`src/rtl/arb_pkg.sv`:
```
// Shared types and helpers for the round-robin grant arbiter.
package arb_pkg;

    typedef enum logic {
        IDLE,
        OWNED
    } arb_state_e;

    // Index width that stays at least 1 bit even for degenerate N.
    function automatic int unsigned idx_width(input int unsigned n);
        return (n <= 1) ? 1 : $clog2(n);
    endfunction

    function automatic int unsigned rr_next(input int unsigned idx, input int unsigned n);
        return (idx + 1) % n;
    endfunction

endpackage

```
`src/rtl/rr_pick.sv`:
```
// Combinational round-robin picker: first set bit of (req & ~mask) at or after ptr.
module rr_pick
    import arb_pkg::*;
#(
    parameter int unsigned N  = 4,
    parameter int unsigned IW = idx_width(N)
) (
    input  logic [N-1:0]  req,
    input  logic [N-1:0]  mask,
    input  logic [IW-1:0] ptr,
    output logic [IW-1:0] winner,
    output logic          found
);

    logic [N-1:0] eff;
    logic [N-1:0] rot;

    always_comb begin
        int unsigned k;
        int unsigned sum;
        k   = 0;
        sum = 0;
        eff = req & ~mask;
        // Rotating the doubled vector puts the pointer position at bit 0.
        rot = N'({eff, eff} >> ptr);
        found = |rot;
        for (int unsigned i = N; i > 0; i--) begin
            if (rot[i-1]) begin
                k = i - 1;
            end
        end
        sum = int'(ptr) + k;
        if (sum >= N) begin
            sum = sum - N;
        end
        winner = found ? IW'(sum) : '0;
    end

endmodule

```
`src/rtl/rr_grant_arbiter.sv`:
```
// N-way round-robin arbiter with bounded hold time and sticky starvation flags.
module rr_grant_arbiter
    import arb_pkg::*;
#(
    parameter int unsigned N          = 4,
    parameter int unsigned MAX_HOLD   = 16,
    parameter int unsigned WAIT_LIMIT = 64,
    localparam int unsigned IW = idx_width(N)
) (
    input  logic          clk,
    input  logic          rst,
    input  logic [N-1:0]  req,
    output logic [N-1:0]  gnt,
    output logic          gnt_valid,
    output logic [IW-1:0] gnt_id,
    output logic [N-1:0]  starve
);

    localparam int unsigned HW = $clog2(MAX_HOLD + 1);
    localparam int unsigned WW = $clog2(WAIT_LIMIT + 1);

    arb_state_e    state;
    logic [IW-1:0] ptr;
    logic [HW-1:0] hold_cnt;
    logic [WW-1:0] wait_cnt [N];
    logic [N-1:0]  owner_mask;
    logic [IW-1:0] win;
    logic          found;
    logic          hold_full;

    always_comb begin
        owner_mask = '0;
        if (state == OWNED) begin
            owner_mask[gnt_id] = 1'b1;
        end
    end

    assign hold_full = (hold_cnt == HW'(MAX_HOLD));

    rr_pick #(
        .N  (N),
        .IW (IW)
    ) u_pick (
        .req    (req),
        .mask   (owner_mask),
        .ptr    (ptr),
        .winner (win),
        .found  (found)
    );

    always_ff @(posedge clk) begin
        if (rst) begin
            state     <= IDLE;
            gnt       <= '0;
            gnt_valid <= 1'b0;
            gnt_id    <= '0;
            ptr       <= '0;
            hold_cnt  <= '0;
        end else begin
            case (state)
                IDLE: begin
                    if (found) begin
                        state     <= OWNED;
                        gnt       <= N'(1) << win;
                        gnt_valid <= 1'b1;
                        gnt_id    <= win;
                        ptr       <= IW'(rr_next(win, N));
                        hold_cnt  <= '0;
                    end
                end
                OWNED: begin
                    // Voluntary release and forced hand-off share one path; the
                    // masked pick already excludes the outgoing owner.
                    if (!req[gnt_id] || (hold_full && found)) begin
                        hold_cnt <= '0;
                        if (found) begin
                            gnt       <= N'(1) << win;
                            gnt_valid <= 1'b1;
                            gnt_id    <= win;
                            ptr       <= IW'(rr_next(win, N));
                        end else begin
                            state     <= IDLE;
                            gnt       <= '0;
                            gnt_valid <= 1'b0;
                            gnt_id    <= '0;
                        end
                    end else if (!hold_full) begin
                        hold_cnt <= hold_cnt + HW'(1);
                    end
                end
                default: state <= IDLE;
            endcase
        end
    end

    always_ff @(posedge clk) begin
        if (rst) begin
            starve <= '0;
            for (int unsigned i = 0; i < N; i++) begin
                wait_cnt[i] <= '0;
            end
        end else begin
            for (int unsigned i = 0; i < N; i++) begin
                if (req[i] && !gnt[i]) begin
                    if (wait_cnt[i] != WW'(WAIT_LIMIT)) begin
                        wait_cnt[i] <= wait_cnt[i] + WW'(1);
                    end
                    // Flag on the edge the count reaches the limit.
                    if (wait_cnt[i] >= WW'(WAIT_LIMIT - 1)) begin
                        starve[i] <= 1'b1;
                    end
                end else begin
                    wait_cnt[i] <= '0;
                end
            end
        end
    end

endmodule

```
`config.mk`:
```
export PLATFORM = sky130hd
export DESIGN_NAME = rr_grant_arbiter
export DESIGN_NICKNAME = d
export VERILOG_FILES = /design/src/rtl/arb_pkg.sv /design/src/rtl/rr_pick.sv /design/src/rtl/rr_grant_arbiter.sv
export SDC_FILE = /design/constraint.sdc
export NUM_CORES = 1
export LEC_CHECK = 0
export CAP_MARGIN = 20
export CORE_ASPECT_RATIO = 2
export CORE_UTILIZATION = 63
export CTS_CLUSTER_DIAMETER = 150
export DETAILED_ROUTE_END_ITERATION = 8
export GPL_TIMING_DRIVEN = 0
export MAX_ROUTING_LAYER = met4
export PLACE_DENSITY = 0.84
export REMOVE_ABC_BUFFERS = 1
export SKIP_CTS_REPAIR_TIMING = 1
export SLEW_MARGIN = 20
export SYNTH_ARGS = -nofsm -noshare
export SYNTH_HDL_FRONTEND = slang
export SYNTH_SLANG_ARGS = --single-unit
export TNS_END_PERCENT = 50
```
`constraint.sdc`:
```
create_clock -name clk -period 6.4 [get_ports clk]
set_input_delay 1.28 -clock clk [delete_from_list [all_inputs] [get_ports clk]]
set_output_delay 1.28 -clock clk [all_outputs]
set_load 0.02 [all_outputs]
```
After elaboration in Yosys (flattened, before gate mapping)
Memory sizes are Yosys's and may differ from the RTL's.
Index checks and enable logic that the tools add are counted.
{"block": "op_classes", "muxes": 70, "n_shift": 2, "n_eq_ne": 8, "bitwise": 11, "n_reduce_logical": 19, "n_lt_le_gt_ge": 7, "n_addsub": 8}
{"operator": "2-to-1 mux 7 bit", "count": 8}
{"operator": "2-to-1 mux 1 bit", "count": 36}
{"operator": "adder 7 x 1 -> 7 bit (second input constant)", "count": 4}
{"operator": "greater-or-equal comparator 7 x 6 -> 1 bit (second input constant)", "count": 4}
{"operator": "inequality test 7 bit (second input constant)", "count": 4}
{"operator": "2-to-1 mux 2 bit", "count": 11}
{"operator": "2-to-1 mux 4 bit", "count": 4}
{"operator": "2-to-1 mux 5 bit", "count": 3}
{"operator": "AND reduction 2 bit", "count": 6}
{"operator": "case mux 5 bit (2 select lines)", "count": 1}
{"operator": "OR 1 bit", "count": 8}
{"operator": "case mux 2 bit (2 select lines)", "count": 2}
{"operator": "case mux 4 bit (2 select lines)", "count": 1}
{"operator": "right shift 8 x 2 -> 4 bit", "count": 1}
{"operator": "logical AND 1 bit", "count": 6}
{"operator": "adder 5 x 1 -> 5 bit (second input constant)", "count": 1}
{"operator": "== test 5 bit (second input constant)", "count": 1}
{"operator": "logical NOT 1 bit", "count": 5}
{"operator": "bitwise AND 4 bit", "count": 1}
{"operator": "NOT 4 bit", "count": 1}
{"operator": "case mux 1 bit (2 select lines)", "count": 2}
{"operator": "OR reduction 4 bit", "count": 1}
{"operator": "<< shifter 1 x 2 -> 4 bit (first input constant)", "count": 1}
{"operator": "adder 2 x 2 -> 3 bit", "count": 1}
{"operator": "12 further kinds", "count": 12}
{"block": "totals", "ff_bits": 19, "mem_bits_rw": 28, "word_cells": 136, "n_memories": 1, "input_bits": 6}
{"memory": "wait_cnt", "words": 4, "width": 7, "rd": 4, "rd_clocked_by_memory_dff": 0, "write_ports": 4, "line": "rr_grant_arbiter.sv:25", "rtl": "logic [WW-1:0] wait_cnt [N];"}

Logic depth before layout (Yosys ltp)
{"block": "depth", "depth_word": 20, "depth_mapped": 13, "ltp_nobuf": 12}

Cells and area by module
A second synthesis with hierarchy kept.
{"block": "unflattened", "hier_cells": 267, "hier_area_um2": 2711.4}
{"mod": "rr_grant_arbiter", "seq_area_each_um2": 1221.2, "instances": 1, "area_per_inst_um2": 2506.2, "cells_each": 244}
{"mod": "rr_pick", "seq_area_each_um2": 0.0, "instances": 1, "area_per_inst_um2": 205.2, "cells_each": 23}

Least setup slack after synthesis
No wires, ideal clock.
{"block": "synth_timing", "path_type": "input -> register", "from": "in req[1]", "to": "reg ptr[1]", "required_ns": 6.268, "path_slack_ns": 3.445, "n_path_buf": 0, "cell_stages": 11, "arrival_ns": 2.823, "path_cell_list": "nor2b_1 a32o_1 nand2_1 a21o_1 o21ai_0 ha_1 nor2b_1 inv_1 ha_1 nand2_1 a21oi_1"}
{"block": "synth_via", "elab_chain_len": 14, "elab_cells_between_ends": 22}
{"item": "start: declaration", "line": "rr_grant_arbiter.sv:12", "rtl": "input logic [N-1:0] req,"}
{"item": "bitwise AND 4 bit", "line": "rr_pick.sv:23", "rtl": "eff = req & ~mask;"}
{"item": "right shift 8 x 2 -> 4 bit", "line": "rr_pick.sv:25", "rtl": "rot = N'({eff, eff} >> ptr);"}
{"item": "2-to-1 mux 2 bit (4 in a row)", "line": "rr_pick.sv:28", "rtl": "if (rot[i-1]) begin"}
{"item": "adder 2 x 2 -> 3 bit", "line": "rr_pick.sv:32", "rtl": "sum = int'(ptr) + k;"}
{"item": "greater-or-equal comparator 3 bit / subtractor 2 x 1 -> 2 bit (equally long branches)", "line": "rr_pick.sv:33, rr_pick.sv:34"}
{"item": "2-to-1 mux 2 bit", "line": "rr_pick.sv:33", "rtl": "if (sum >= N) begin"}
{"item": "2-to-1 mux 2 bit", "line": "rr_pick.sv:36", "rtl": "winner = found ? IW'(sum) : '0;"}
{"item": "adder 2 x 1 -> 2 bit", "line": "arb_pkg.sv:15", "rtl": "return (idx + 1) % n;"}
{"item": "2-to-1 mux 2 bit", "line": "rr_grant_arbiter.sv:62, rr_grant_arbiter.sv:76"}
{"item": "2-to-1 mux 2 bit", "line": "rr_grant_arbiter.sv:74", "rtl": "if (!req[gnt_id] || (hold_full && found)) begin"}
{"item": "case mux 2 bit (2 select lines)", "line": "rr_grant_arbiter.sv:60", "rtl": "case (state)"}
{"item": "end signal: assignment", "line": "rr_grant_arbiter.sv:67", "rtl": "ptr <= IW'(rr_next(win, N));"}
{"item": "end signal: assignment", "line": "rr_grant_arbiter.sv:80", "rtl": "ptr <= IW'(rr_next(win, N));"}
{"item": "end: declaration", "line": "rr_grant_arbiter.sv:23", "rtl": "logic [IW-1:0] ptr;"}
Several ways; a longest one is shown, not always the timed one. The select of a mux whose other input is x is not followed.
A chain may end at the register's enable or synchronous reset.

Final worst setup path
{"block": "layout_timing", "from": "in req[0]", "to": "reg gnt[2]"}
{"block": "layout_via", "elab_chain_len": 14, "elab_cells_between_ends": 25}
{"item": "bitwise AND 4 bit", "line": "rr_pick.sv:23"}
{"item": "right shift 8 x 2 -> 4 bit", "line": "rr_pick.sv:25"}
{"item": "2-to-1 mux 2 bit (4 in a row)", "line": "rr_pick.sv:28"}
{"item": "adder 2 x 2 -> 3 bit", "line": "rr_pick.sv:32"}
{"item": "greater-or-equal comparator 3 bit / subtractor 2 x 1 -> 2 bit (equally long branches)", "line": "rr_pick.sv:33, rr_pick.sv:34"}
{"item": "2-to-1 mux 2 bit", "line": "rr_pick.sv:33"}
{"item": "2-to-1 mux 2 bit", "line": "rr_pick.sv:36"}
{"item": "<< shifter 1 x 2 -> 4 bit", "line": "rr_grant_arbiter.sv:64, rr_grant_arbiter.sv:77"}
{"item": "2-to-1 mux 4 bit", "line": "rr_grant_arbiter.sv:76", "rtl": "if (found) begin"}
{"item": "2-to-1 mux 4 bit", "line": "rr_grant_arbiter.sv:74"}
{"item": "case mux 4 bit (2 select lines)", "line": "rr_grant_arbiter.sv:60"}
{"item": "end signal: assignment", "line": "rr_grant_arbiter.sv:64", "rtl": "gnt <= N'(1) << win;"}
{"item": "end signal: assignment", "line": "rr_grant_arbiter.sv:77", "rtl": "gnt <= N'(1) << win;"}
{"item": "end: declaration", "line": "rr_grant_arbiter.sv:13", "rtl": "output logic [N-1:0] gnt,"}
Several ways; a longest one is shown, not always the timed one. The select of a mux whose other input is x is not followed.

==> results.cfg <==
[flow_run]
max-cap-violations = 0

[global_route]
gr-usage-all-layers_pct = 25.88
grt_pass1_vias = 2033
grt_pass1_wl_mm = 8.259
grt_max_degree = 24
globalRouteOverflowTotal = 0
antenna_found_initial = 0

[synthesis]
synth_area_leaders = edfxtp_1, dfxtp_1, ha_1
ys.flop_type = edfxtp_1
syn_area_um2 = 2664
yosys_warnings = 0
syn_inst = 276
async_flop_share_pct = 0
yosys.area.top_type = edfxtp_1
synth_common_cells = nor2_1, nand3_1, edfxtp_1, nand2_1, dfxtp_1
synth_cell_type_count = 42
yosysMostFrequentCell = nor2_1
synth_top_area_share_pct = 31.56
yosysSeqAreaShare_pct = 45.84
synth-edff-count = 28
synth.avg_cell_area_um2 = 9.651
ys_seq_elements = 47

[cts]
clkTransAtPathRegs_ns = 0.08
worstSkewPairLatency_ns = 0.30
root_buffer = clkbuf_8
cts_buffers = 5
cts_max_path_buffers = 2
clock_sinks = 47
tritoncts = built
htreeDepth = 2

[run_status]
status = finished clean

[worst_setup_path]
required_ns = 6.55
start_kind = primary input
worstPathArrival_ns = 3.79
crit_type = in2reg
worst-path-max-fanout = 7
crit_path_end_kind = flop

[floorplan]
start_util_pct = 65.17
num_rows = 33
dieWidth_um = 47.98
io_pins = 17
die_h_um = 93.96
core_area_um2 = 4088
die_area_um2 = 4508

[sta]
relSlewSlack_pct = 40.59
clock.fmax_ghz = 0.2742
rsz0062_at_grt = false
fin_tns_setup_ns = 0
hold_viol_final = 0
worst_pin_slew_ns = 0.8884
holdWs_ns = 0.4764
period_share_pct = 56.98
setup_ws_ns = 2.753
clock_skew_ns = 0.01151
fin_crit_ns = 3.647
setup_viol = 0
slew_viol_final = 0

[drt]
drtAntennaViolNets = 0
routedWlPerCell_um = 14.77
dr_total_vias = 2057
drt_iter0_markers = 55
postRouteWirelength_mm = 5.082
drc_errors = 0
drt_first_pass_iters = 4
viasPerCell = 5.980

[placement]
placed_area_um2 = 2853
pre_cts_slack_ns = 2.537
dp_hpwl_mm = 3.702
dp_cells = 336
gp_congestion = 0.8095
portBuffers = 16

[cells_and_area]
antenna_cells = 0
fin_area_um2 = 2960
syn_to_final_growth_pct = 11.13
final_core_util_pct = 72.42
fin_cells = 344
drive_above_1_share_pct = 4.452
nNetsFinal = 312

[power_and_ir_drop]
fin_total_pwr_mw = 0.8768
leakage_nw = 1.134
ir_drop_v = 0.0002760
power.density_nw_per_um2 = 296.2

[hold_path]
hold_path.class = reg2reg
power breakdown:
part | switching (mW) | total (mW) | internal, mW
Combinational | 0.156 | 0.275 | 0.119
Clock | 0.0962 | 0.211 | 0.114
Sequential | 0.0434 | 0.391 | 0.347
area by class of cell:
cell class / count / area [um^2]
clock inverter: 3 / 38.79
tap: 52 / 65.06
multi-input combinational: 207 / 1354
inverter: 14 / 52.55
timing repair buffer: 16 / 160.2
fill: 303 / 1127
clock buffer: 5 / 68.82
sequential: 47 / 1221
sequential cells by signal, summed over array words and instances, names as in the netlist:
name / cells
gnt_id: 2
gnt: 4
ptr: 2
starve: 4
gnt_valid: 1
hold_cnt: 5
wait_cnt: 28
state: 1
logic make-up after synthesis:
family                   after synthesis  share of synthesized area, %
buffers and inverters                 22                         3.335
AND/OR/NAND/NOR                      123                         22.83
flip-flops                            47                         45.84
multiplexers                           5                         2.349
XOR/XNOR                              20                         6.576
adder cells (fa/ha/maj)               15                         7.046
AO/OA/AOI/OAI                         44                         12.03
cells in the final DEF (no fill, tap or decap), types with 5 or more instances in the layout:
master and instances:
inv_1 14, nor2b_1 5, a21o_1 5, nor3b_1 8, nand3_1 29, dfxtp_1 19, a31oi_1 6, edfxtp_1 28
and3_1 8, nand2_1 20, ha_1 15, clkdlybuf4s50_1 16, a21oi_1 10, xor2_1 16, nor2_1 38, clkbuf_8 5
final timing paths:
kind,from,end,slack (ns),cells after the start
max,req[0],gnt[2]$_SDFFE_PP0P_,2.75,13
min,gnt_valid$_SDFFE_PP0P_,gnt_valid$_SDFFE_PP0P_,0.48,2
max reg2reg,state$_SDFF_PP0_,gnt[2]$_SDFFE_PP0P_,3.36,12
min reg2reg,gnt_valid$_SDFFE_PP0P_,gnt_valid$_SDFFE_PP0P_,0.48,2
layer usage:
metal | part of all wire [%] | routed length (um) | up-vias | track usage, %
li1 | - | - | 1026 | -
met1 | 38 | 1949 | 981 | 25.03
met2 | 57 | 2890 | 40 | 46.40
met3 | 2.4 | 120 | 10 | 3.654
met4 | 2.4 | 123 | 0 | 12.04
met5 | 0 | 0 | - | -
worst max-delay path: stages:
cell	delay [ns]
clkdlybuf4s50_1	0.60
nor2b_1	0.21
a32oi_1	0.09
o21ai_0	0.23
a21o_1	0.15
o21ai_0	0.07
ha_1	0.20
o21a_1	0.10
a32oi_1	0.38
inv_1	0.13
ha_1	0.20
nand2_1	0.08
a21oi_1	0.06
Note: power is estimated with default switching activity, not from simulation.
